<file path="config.mk">
export PLATFORM = sky130hd
export DESIGN_NAME = spad_stream_reader
export DESIGN_NICKNAME = d
export VERILOG_FILES = /design/src/rtl/spad_stream_reader.sv
export SDC_FILE = /design/constraint.sdc
export NUM_CORES = 1
export LEC_CHECK = 0
export ABC_CLOCK_PERIOD_IN_PS = 4200
export CORE_MARGIN = 4
export CORE_UTILIZATION = 52
export CTS_CLUSTER_SIZE = 8
export DETAILED_ROUTE_END_ITERATION = 12
export MAX_ROUTING_LAYER = met4
export PLACE_DENSITY_LB_ADDON = 0.05
export SETUP_SLACK_MARGIN = 0.4
export SLEW_MARGIN = 20
export SYNTH_ARGS = -nofsm -noshare
export SYNTH_HDL_FRONTEND = slang
export SYNTH_SLANG_ARGS = --single-unit
</file>
<file path="constraint.sdc">
create_clock -name clk -period 4.2 [get_ports clk]
set_clock_uncertainty 0.15 [all_clocks]
set_input_delay 1.26 -clock clk [delete_from_list [all_inputs] [get_ports clk]]
set_output_delay 1.26 -clock clk [all_outputs]
set_load 0.01 [all_outputs]
</file>
<file path="src/rtl/spad_stream_reader.sv">
// Strided scratchpad read client with a 2-entry skid FIFO.
// Turns a start command into SPad reads and a valid/ready word stream.
module spad_stream_reader #(
  parameter int DATA_BITWIDTH  = 16,
  parameter int ADDR_BITWIDTH  = 9,
  parameter int COUNT_BITWIDTH = 10
) (
  input  logic                      clk,
  input  logic                      reset,
  input  logic                      start,
  input  logic [ADDR_BITWIDTH-1:0]  base_addr,
  input  logic [ADDR_BITWIDTH-1:0]  stride,
  input  logic [COUNT_BITWIDTH-1:0] count,
  output logic                      busy,
  output logic                      done,
  output logic                      spad_read_req,
  output logic [ADDR_BITWIDTH-1:0]  spad_r_addr,
  input  logic [DATA_BITWIDTH-1:0]  spad_r_data,
  output logic [DATA_BITWIDTH-1:0]  out_data,
  output logic                      out_valid,
  input  logic                      out_ready
);

  typedef enum logic [1:0] {
    IDLE,
    ISSUE,
    DRAIN,
    DONE
  } state_e;

  state_e                    state_q, state_d;
  logic [ADDR_BITWIDTH-1:0]  addr_q, addr_d;
  logic [ADDR_BITWIDTH-1:0]  stride_q, stride_d;
  logic [COUNT_BITWIDTH-1:0] count_q, count_d;
  logic [COUNT_BITWIDTH-1:0] issued_q, issued_d;
  logic                      inflight_q;

  logic [DATA_BITWIDTH-1:0]  fifo_q [2];
  logic                      wr_ptr_q;
  logic                      rd_ptr_q;
  logic [1:0]                fifo_cnt_q;

  logic                      push;
  logic                      pop;
  logic [2:0]                credit;
  logic                      drain_empty;
  logic [COUNT_BITWIDTH-1:0] issued_inc;

  // Stream side: FIFO head and handshake; returned data lands one cycle after a read.
  always_comb begin
    out_valid   = (fifo_cnt_q != 2'd0);
    out_data    = fifo_q[rd_ptr_q];
    pop         = out_valid && out_ready;
    push        = inflight_q;
    credit      = {1'b0, fifo_cnt_q}
                + {2'b00, inflight_q}
                - {2'b00, pop};
    drain_empty = !inflight_q
               && ((fifo_cnt_q == 2'd0)
               ||  ((fifo_cnt_q == 2'd1) && pop));
    issued_inc  = issued_q + 1'b1;
  end

  // Next-state, read issue and status outputs.
  always_comb begin
    state_d       = state_q;
    addr_d        = addr_q;
    stride_d      = stride_q;
    count_d       = count_q;
    issued_d      = issued_q;
    spad_read_req = 1'b0;
    spad_r_addr   = addr_q;
    busy          = (state_q != IDLE);
    done          = 1'b0;
    unique case (state_q)
      IDLE: begin
        if (start) begin
          addr_d   = base_addr;
          stride_d = stride;
          count_d  = count;
          issued_d = '0;
          state_d  = (count != '0) ? ISSUE : DONE;
        end
      end
      ISSUE: begin
        if (credit < 3'd2) begin
          spad_read_req = 1'b1;
          addr_d        = addr_q + stride_q;
          issued_d      = issued_inc;
          if (issued_inc == count_q) begin
            state_d = DRAIN;
          end
        end
      end
      DRAIN: begin
        if (drain_empty) begin
          state_d = DONE;
        end
      end
      DONE: begin
        done    = 1'b1;
        state_d = IDLE;
      end
      default: begin
        state_d = IDLE;
      end
    endcase
  end

  // Control registers.
  always_ff @(posedge clk) begin
    if (reset) begin
      state_q    <= IDLE;
      addr_q     <= '0;
      stride_q   <= '0;
      count_q    <= '0;
      issued_q   <= '0;
      inflight_q <= 1'b0;
    end else begin
      state_q    <= state_d;
      addr_q     <= addr_d;
      stride_q   <= stride_d;
      count_q    <= count_d;
      issued_q   <= issued_d;
      inflight_q <= spad_read_req;
    end
  end

  // Skid FIFO storage and pointers; pushes never hit a full FIFO.
  always_ff @(posedge clk) begin
    if (reset) begin
      fifo_q[0]  <= '0;
      fifo_q[1]  <= '0;
      wr_ptr_q   <= 1'b0;
      rd_ptr_q   <= 1'b0;
      fifo_cnt_q <= 2'd0;
    end else begin
      if (push) begin
        fifo_q[wr_ptr_q] <= spad_r_data;
        wr_ptr_q         <= ~wr_ptr_q;
      end
      if (pop) begin
        rd_ptr_q <= ~rd_ptr_q;
      end
      fifo_cnt_q <= fifo_cnt_q
                  + {1'b0, push}
                  - {1'b0, pop};
    end
  end

endmodule

</file>
### Yosys cells after proc, flatten, opt, wreduce, memory -nomap -nowiden

Memories as Yosys holds them, arrays and structs flattened. A register that Yosys moved wholly into a read port is not among the register bits.
Cells that the tools add are included.

| word-level totals | value |
|---|---|
| flip-flop bits (word level) | 45 |
| memory bits (writable) | 32 |
| bits of input ports | 48 |
| output and inout bits | 29 |
| word-level logic and storage cells | 68 |
| memories | 1 |

Memories:

| memory | words | bits a word | read ports | clocked after Yosys merged registers in | write ports | line | source |
|---|---|---|---|---|---|---|---|
| fifo_q | 2 | 16 | 1 | 1 | 2 | 38 | `logic [DATA_BITWIDTH-1:0] fifo_q [2];` |

| cells by class | value |
|---|---|
| $add $sub $neg | 6 |
| $lt $le $gt $ge | 1 |
| eq/ne operators | 9 |
| multiplexer cells | 25 |
| bitwise gates (word level) | 2 |
| reduce and logical (&&, ||, !) cells | 15 |

Operator list:

| cell | count |
|---|---|
| 2-to-1 mux 10 bit | 2 |
| case mux 10 bit (2 select lines) | 1 |
| 2-to-1 mux 9 bit | 2 |
| case mux 9 bit (2 select lines) | 1 |
| 2-to-1 mux 16 bit | 1 |
| OR reduction 16 bit | 1 |
| 2-to-1 mux 1 bit | 12 |
| adder 10 x 1 -> 10 bit (second input constant) | 1 |
| == test 10 bit | 1 |
| 2-to-1 mux 2 bit | 5 |
| nonzero test 10 bit | 1 |
| adder 9 bit | 1 |
| != test 2 bit (second input constant) | 4 |
| case mux 2 bit (4 select lines) | 1 |
| nonzero test 2 bit | 3 |
| == test 2 x 1 -> 1 bit (second input constant) | 2 |
| == test 2 bit (second input constant) | 2 |
| zero test 2 bit | 2 |
| AND reduction 4 bit | 1 |
| adder 2 x 1 -> 3 bit | 1 |
| logical AND 1 bit | 3 |
| < comparator 3 x 2 -> 1 bit (second input constant) | 1 |
| AND reduction 3 bit | 1 |
| subtractor 3 x 1 -> 3 bit | 1 |
| 6 further kinds | 7 |

### Depth between registers and ports, before layout

Gate-level depths: netlist of run 1.

| logic depth | value |
|---|---|
| depth after elaboration | 7 |
| mapped depth | 14 |
| mapped depth without buffers | 13 |

### Worst setup path after synthesis of run 1

OpenSTA, ideal clock, no wires.

| timing | value |
|---|---|
| path type | input port to output port |
| start point | input out_ready |
| end point | output spad_read_req |
| arrival | 2.700 ns |
| data required time | 2.790 ns |
| path slack | 0.090 ns |
| stages | 9 |
| buffers on the path | 0 |
| cell sequence | and2_1 -> ha_1 -> inv_1 -> ha_1 -> fa_1 -> xnor2_1 -> nor2_1 -> nand2_1 -> inv_1 |

| on the way | value |
|---|---|
| cells in the longest elaborated chain, start to end | 5 |

RTL lines:

| what | line | source |
|---|---|---|
| start, declared | 21 | `input logic out_ready` |
| logical AND 1 bit | 53 | `pop = out_valid && out_ready;` |
| subtractor 3 x 1 -> 3 bit | 57 | `- {2'b00, pop};` |
| < comparator 3 x 2 -> 1 bit | 86 | `if (credit < 3'd2) begin` |
| 2-to-1 mux 1 bit | 86 |  |
| 2-to-1 mux 1 bit | 75 | `unique case (state_q)` |
| end, declared | 16 | `output logic spad_read_req,` |

No other way between the ends.

### Worst setup path after layout of run 1

| timing | value |
|---|---|
| start point | input out_ready |
| end point | output spad_read_req |

| on the way | value |
|---|---|
| cells in the longest elaborated chain, start to end | 5 |

RTL lines:

| what | line | source |
|---|---|---|
| logical AND 1 bit | 53 |  |
| via pop | 44 | `logic pop;` |
| subtractor 3 x 1 -> 3 bit | 57 |  |
| < comparator 3 x 2 -> 1 bit | 86 |  |
| 2-to-1 mux 1 bit | 86 |  |
| 2-to-1 mux 1 bit | 75 |  |

The timed path passes the listed nets, and every way through them passes these cells.

==> metrics.cfg, run 1 <==
[clock_tree]
cts_made_buffers = 9
clock-sinks = 78
clk_pin_slew_ps = 80
cts_tree = yes
cts_max_level = 3
clock_latency_ps = 350
postCtsHoldBufs = 0
cts_buffer_depth = 2
ctsRootBufferMaster = clkbuf_8

[sta]
max_freq_ghz = 0.237
final_hold_viol_count = 0
relSlewSlack_pct = 39.6
layout_setup_ws_ps = -18.8
period_share_pct = 100
setup_viol = 1
maxSlewViolCount = 0
finalSetupTns_ps = -18.8
max_slew.worst_pin.slew_ps = 903
period_needed_ps = 4220
rsz0062_at_grt = true

[synth]
syn_area_per_cell_um2 = 9.66
yosysWarnings = 0
synth-seq-cells = 78
synth_top_flop_cell = dfxtp_1
syn-num-nets = 480
ys_seq_area_share_pct = 47.1
ys_top_cells_by_area = edfxtp_1 24%, dfxtp_1 23%, and2_1 5.5%, nand2_1 5.1%, ha_1 5.0%
yosysTopAreaCellShare_pct = 24.0
synthesis.instances = 414
yosysUniqueCellTypes = 47
synth-async-reset-ratio_pct = 0
synth_edf_count = 32
yosysTopAreaCell = edfxtp_1
netlist_area_mm2 = 0.00400

[drt]
final_antenna_net_count = 0
drc = 0
vias_per_cell = 5.36
route.vias.total = 3194
drt_iter0_markers = 117
drt-total-wl_mm = 8.78
wl_per_cell_um = 14.7
drtPass1Iterations = 4

[grt]
grt-busiest-layer = met2
grt_use_met1_pct = 26.3
grt.overflow.total = 0
grt_pass1_vias = 3134
grt.total_usage_pct = 21.3
grt_max_degree = 50
met3_usage_pct = 4.34
antenna_found_initial = 0
grt_use_met2_pct = 34.3
grt_pass1_wl_mm = 14.5

[die]
io_pins = 77
core.rowCount = 31
initial_core_util_pct = 54.2
die_y_um = 95.7
floorplan.die_area_mm2 = 0.00915
dieWidth_um = 95.7
coreArea_mm2 = 0.00737

[pwr]
power_density_mw_per_mm2 = 568
total_power_uw = 2930
ir_drop_v = 0.000281
p_leak_uw = 0.00199

[place]
portBuffers = 76
pre_cts_ws_ps = -844
dp_hpwl_mm = 6.27
place.gp.congestion = 0.899

[run]
maxCapViolCount = 0

[final_layout]
syn_to_final_growth_pct = 29.3
final_cell_mix = 73 x clkdlybuf4s50_1, 54 x nand2_1, 46 x dfxtp_1, 35 x a21oi_1, 34 x and2_1
antennaDiodeCount = 0
final_common_cell = clkdlybuf4s50_1
fin_util_pct = 70.1
fin_nets = 558
layout-drive-gt1-share_pct = 13.5

[critical_path]
worst_setup_path_end_kind = output port
cp.required_ps = 2790
critPathArrivalTime_ps = 2810
critPathMaxFanout = 2
r2r_slack_ps = 1210
path_class = input port to output port
start_kind = input port

[min_path]
hold_class = flop to flop

[outcome]
status = complete, but fails checks
violations = negative setup slack

## sequential cells by signal, indices dropped and copies added (netlist names), named ones only
signal	count
fifo_q	32
count_q	10
issued_q	10
spad_r_addr	9
stride_q	9
fifo_cnt_q	2
state_q	2
inflight_q	1
rd_ptr_q	1
wr_ptr_q	1
## final cells by class
cell class	instances	area, um2
Tap cell	99	124
Timing Repair Buffer	88	861
Fill cell	599	2200
Clock inverter	6	93.8
Multi-Input combinational cell	299	2020
Clock buffer	10	128
Sequential cell	78	1880
Inverter	16	60.1
## final timing paths
kind                       from            end  cells after the start
hold / removal      stride_q[7]    stride_q[7]                      2
setup reg to reg  fifo_cnt_q[1]    issued_q[7]                     14
setup / recovery      out_ready  spad_read_req                     11
hold reg to reg     stride_q[7]    stride_q[7]                      2
## layer usage
metal  up-vias  wire, um  share of wire, %
met1      1505      3870                44
met5         -         0                 0
met3        13       412               4.7
met4         0       138               1.6
met2        73      4350                50
li1       1603         -                 -
## Yosys cell counts, types with 2 or more instances
cell      count
a211oi_1      8
a211oi_2      2
a21o_1        3
a21oi_1      35
a22oi_1       3
a31oi_1       2
and2_1       35
and3_1        3
buf_1         6
buf_2         4
clkbuf_1     11
dfxtp_1      46
edfxtp_1     32
fa_1          2
ha_1         16
inv_1        16
mux2_2       16
mux2i_1       4
nand2_1      54
nand3_1       5
nand3b_1      3
nand4_1       3
nor2_1       26
nor2b_1       2
nor3_1        7
nor3b_1       4
nor4_1        3
o211ai_1      5
o21ai_0      11
o21bai_1      3
o311ai_0      2
or2_2         4
or3_1         3
xnor2_1      16
xor2_1        7
## power breakdown
part | leakage [uW] | internal, uW | switching (uW)
logic | 0.00117 | 649 | 589
clock network | 0.000107 | 339 | 287
registers | 0.000708 | 938 | 132
total | 0.00199 | 1930 | 1010
## stage by stage
stage	std cells	instance area, um2	hold WS, ps
finish	596	5170	314
global route	596	5170	339
CTS	596	5170	314
detailed placement	579	4940	304
global placement	579	4940	299
floorplan	414	4040	290
## worst max-delay path: stages
cell and delay [ps]:
buf_6 90, and2_4 130, ha_4 260, inv_2 40, ha_4 140, fa_2 350
xnor2_2 150, nor2_1 130, nand2_1 100, inv_2 70, buf_6 90
## logic make-up after synthesis
| kind of cell | Yosys count | synth area share [%] |
|---|---|---|
| compound gates | 81 | 12.9 |
| xor+xnor | 23 | 5.04 |
| flops | 78 | 47.1 |
| buf+inv | 37 | 3.60 |
| fa+ha+maj | 18 | 6.01 |
| simple gates | 157 | 19.8 |
| mux | 20 | 5.51 |
## repair_timing
item                       CTS  global route
cloned                       0             0
setup buffers                1             0
pin swaps                    4             0
resized for setup           10             0
setup endpoints to repair    1             1
Power figures use the tool's default switching activity.
==> run 2: changes to the inputs <==
--- a/config.mk
+++ b/config.mk
@@ -8,9 +8,9 @@
 export ABC_CLOCK_PERIOD_IN_PS = 4200
 export CORE_MARGIN = 4
 export CORE_UTILIZATION = 52
+export CTS_CLUSTER_DIAMETER = 100
 export CTS_CLUSTER_SIZE = 8
 export DETAILED_ROUTE_END_ITERATION = 12
-export MAX_ROUTING_LAYER = met4
 export PLACE_DENSITY_LB_ADDON = 0.05
 export SETUP_SLACK_MARGIN = 0.4
 export SLEW_MARGIN = 20
==> run 2 against run 1 <==
  * The flow still finishes with violations (negative setup slack)
  * Global-route usage down 0.61 points
  * Combinational power about the same
  * Final cell count unchanged
  * Non-clock buffer count unchanged
  * Worst setup slack better by 1.3 ps
  * Via count down 0.22%
  * Clock-buffer cell count unchanged
  * Die area unchanged
  * Sequential share of layout area unchanged
  * Maximum frequency about the same
  * Power about the same
  * Flip-flop and latch count unchanged
  * Critical path type unchanged
  * Critical endpoint unchanged
  * Largest cell class unchanged
  * Highest routed layer unchanged
==> metrics.cfg, run 2 (synthesis results as in run 1) <==
[clock_tree]
ctsRootBufferMaster = clkbuf_8  ; unchanged
cts_made_buffers = 9  ; unchanged
cts_max_level = 3  ; unchanged
clock_latency_ps = 350  ; about the same
clk_pin_slew_ps = 70  ; was 80 ps
cts_buffer_depth = 2  ; unchanged
cts_tree = yes  ; unchanged
clock-sinks = 78  ; unchanged

[place]
portBuffers = 76  ; unchanged
pre_cts_ws_ps = -844  ; unchanged
dp_hpwl_mm = 6.27  ; unchanged
place.gp.congestion = 0.884  ; was 0.899

[final_layout]
top_regs = fifo_q (32), count_q (10), issued_q (10)  ; unchanged
multi_input_area_mm2 = 0.00202  ; unchanged
final_common_cell = clkdlybuf4s50_1  ; unchanged
fin_nets = 558  ; unchanged
antennaDiodeCount = 0  ; unchanged
syn_to_final_growth_pct = 29.3  ; unchanged
regMostFlops = fifo_q  ; unchanged
final_cell_mix = 73 x clkdlybuf4s50_1, 54 x nand2_1, 46 x dfxtp_1, 35 x a21oi_1, 34 x and2_1  ; unchanged
largest_reg_flops = 32  ; unchanged
regArea_mm2 = 0.00188  ; unchanged
n_fill_cell = 599  ; unchanged
layout-drive-gt1-share_pct = 13.5  ; unchanged

[critical_path]
timing.rr.end = issued_q[7]  ; unchanged
cp.required_ps = 2790  ; about the same
slowest_stage = fa_2  ; unchanged
cp_cell_sequence = buf_6, and2_4, ha_4, inv_2, ha_4, fa_2, xnor2_2, nor2_1, nand2_1, inv_2, buf_6  ; unchanged
path_class = input port to output port  ; unchanged
critPathMaxFanout = 2  ; unchanged
crit_cells = 11  ; unchanged
ff2ff_path_depth = 14  ; unchanged
critPathArrivalTime_ps = 2810  ; about the same
r2r_slack_ps = 1210  ; about the same
path_buf_inv = 4  ; unchanged
critPathTopFamily = adder cells  ; unchanged
r2r-start = fifo_cnt_q[1]  ; unchanged
max_stage_delay_ps = 350  ; about the same
start_kind = input port  ; unchanged
worst_setup_path_end_kind = output port  ; unchanged

[min_path]
hold-path-cell-count = 2  ; unchanged
holdPathEnd = stride_q[5]  ; was stride_q[7]
worstHoldStart = stride_q[5]  ; was stride_q[7]
hold_class = flop to flop  ; unchanged

[sta]
period_needed_ps = 4220  ; about the same
max_freq_ghz = 0.237  ; about the same
final_hold_viol_count = 0  ; unchanged
setup_viol = 1  ; unchanged
relSlewSlack_pct = 39.7  ; was 39.6%
max_slew.worst_pin.slew_ps = 901  ; was 903 ps
maxSlewViolCount = 0  ; unchanged
rsz0062_at_grt = true  ; unchanged
period_share_pct = 100  ; about the same
hold_ws_ps = 314  ; about the same
layout_setup_ws_ps = -17.5  ; was -18.8 ps
finalSetupTns_ps = -17.5  ; was -18.8 ps

[grt]
grt.total_usage_pct = 20.6  ; was 21.3%
grt.overflow.total = 0  ; unchanged
antenna_found_initial = 0  ; unchanged
grt_max_degree = 50  ; unchanged
grt_pass1_vias = 3131  ; was 3134
grt_pass1_wl_mm = 14.5  ; about the same

[die]
core.rowCount = 31  ; unchanged
initial_core_util_pct = 54.2  ; unchanged
coreArea_mm2 = 0.00737  ; unchanged
io_pins = 77  ; unchanged
die_y_um = 95.7  ; unchanged
dieWidth_um = 95.7  ; unchanged
floorplan.die_area_mm2 = 0.00915  ; unchanged

[outcome]
status = complete, but fails checks  ; unchanged
violations = negative setup slack  ; unchanged

[drt]
vias_per_cell = 5.35  ; was 5.36
route.vias.total = 3187  ; was 3194
drtPass1Iterations = 4  ; unchanged
drt_iter0_markers = 126  ; was 117
drt-total-wl_mm = 8.78  ; about the same
final_antenna_net_count = 0  ; unchanged
drc = 0  ; unchanged
wl_per_cell_um = 14.7  ; about the same

[run]
maxCapViolCount = 0  ; unchanged

[pwr]
power_density_mw_per_mm2 = 567  ; was 568 mW/mm2
ir_drop_v = 0.000282  ; was 0.000281 V
p_leak_uw = 0.00199  ; unchanged

run 2: cell counts in the layout (fill, tap and decap cells not counted):
No cell type changed its count.
run 2: how the worst max path moves through the flow:
stage / startpoint / to / slack [ps]
after floorplan: out_ready / spad_read_req / 140
after global placement: out_ready / spad_read_req / -800
after detailed placement: out_ready / spad_read_req / -840
after CTS: out_ready / spad_read_req / -30
after global routing: out_ready / spad_read_req / -100
final: out_ready / spad_read_req / -20
run 2: cell type report:
class                   instances  area share, %
well taps                      99           2.40
clock inverters                 6           1.82
multi-input cells             299           39.1
clock buffers                  10           2.47
inverters                      16           1.16
flip-flops and latches         78           36.4
repair buffers                 88           16.7
run 2: through the flow:
stage | util [%] | power [uW] | std cells | instance area [um2]
floorplan | - | 1800 | 414 | 4040
global placement | 67.0 | 2290 | 579 | 4940
detailed placement | 67.0 | 2320 | 579 | 4940
CTS | 70.1 | 2960 | 596 | 5170
global route | 70.1 | 3140 | 596 | 5170
finish | 70.1 | 2930 | 596 | 5170
run 2: worst reg2reg max path, stage by stage (launching register included):
cell	delay (ps)
dfxtp_1	360
inv_1	120
nand2_1	90
and2_4	170
ha_4	260
inv_2	40
ha_4	140
fa_2	350
xnor2_2	150
o21ai_0	180
buf_4	150
o211a_1	300
o21ai_0	140
a22oi_1	200
nor2_1	60
run 2: timing repair:
item	CTS	global route
setup buffers	1	0
endpoints found under the setup margin	1	1
pin swaps	4	0
resized for setup	10	0
hold buffers	0	0
run 2: report_power, final:
part	internal, uW	leakage [uW]	switching (uW)	total [uW]
logic	649	0.00117	588	1240
registers	938	0.000708	132	1070
clock network	339	0.000107	286	625
run 2: per-layer routing:
metal | vias up | share of wire, % | GRT usage, % | wire, um
li1 | 1601 | - | - | -
met1 | 1499 | 44 | 25.6 | 3820
met2 | 73 | 50 | 34.7 | 4350
met3 | 14 | 5.2 | 4.89 | 459
met4 | 0 | 1.6 | 7.82 | 144
met5 | - | 0 | 0 | 0
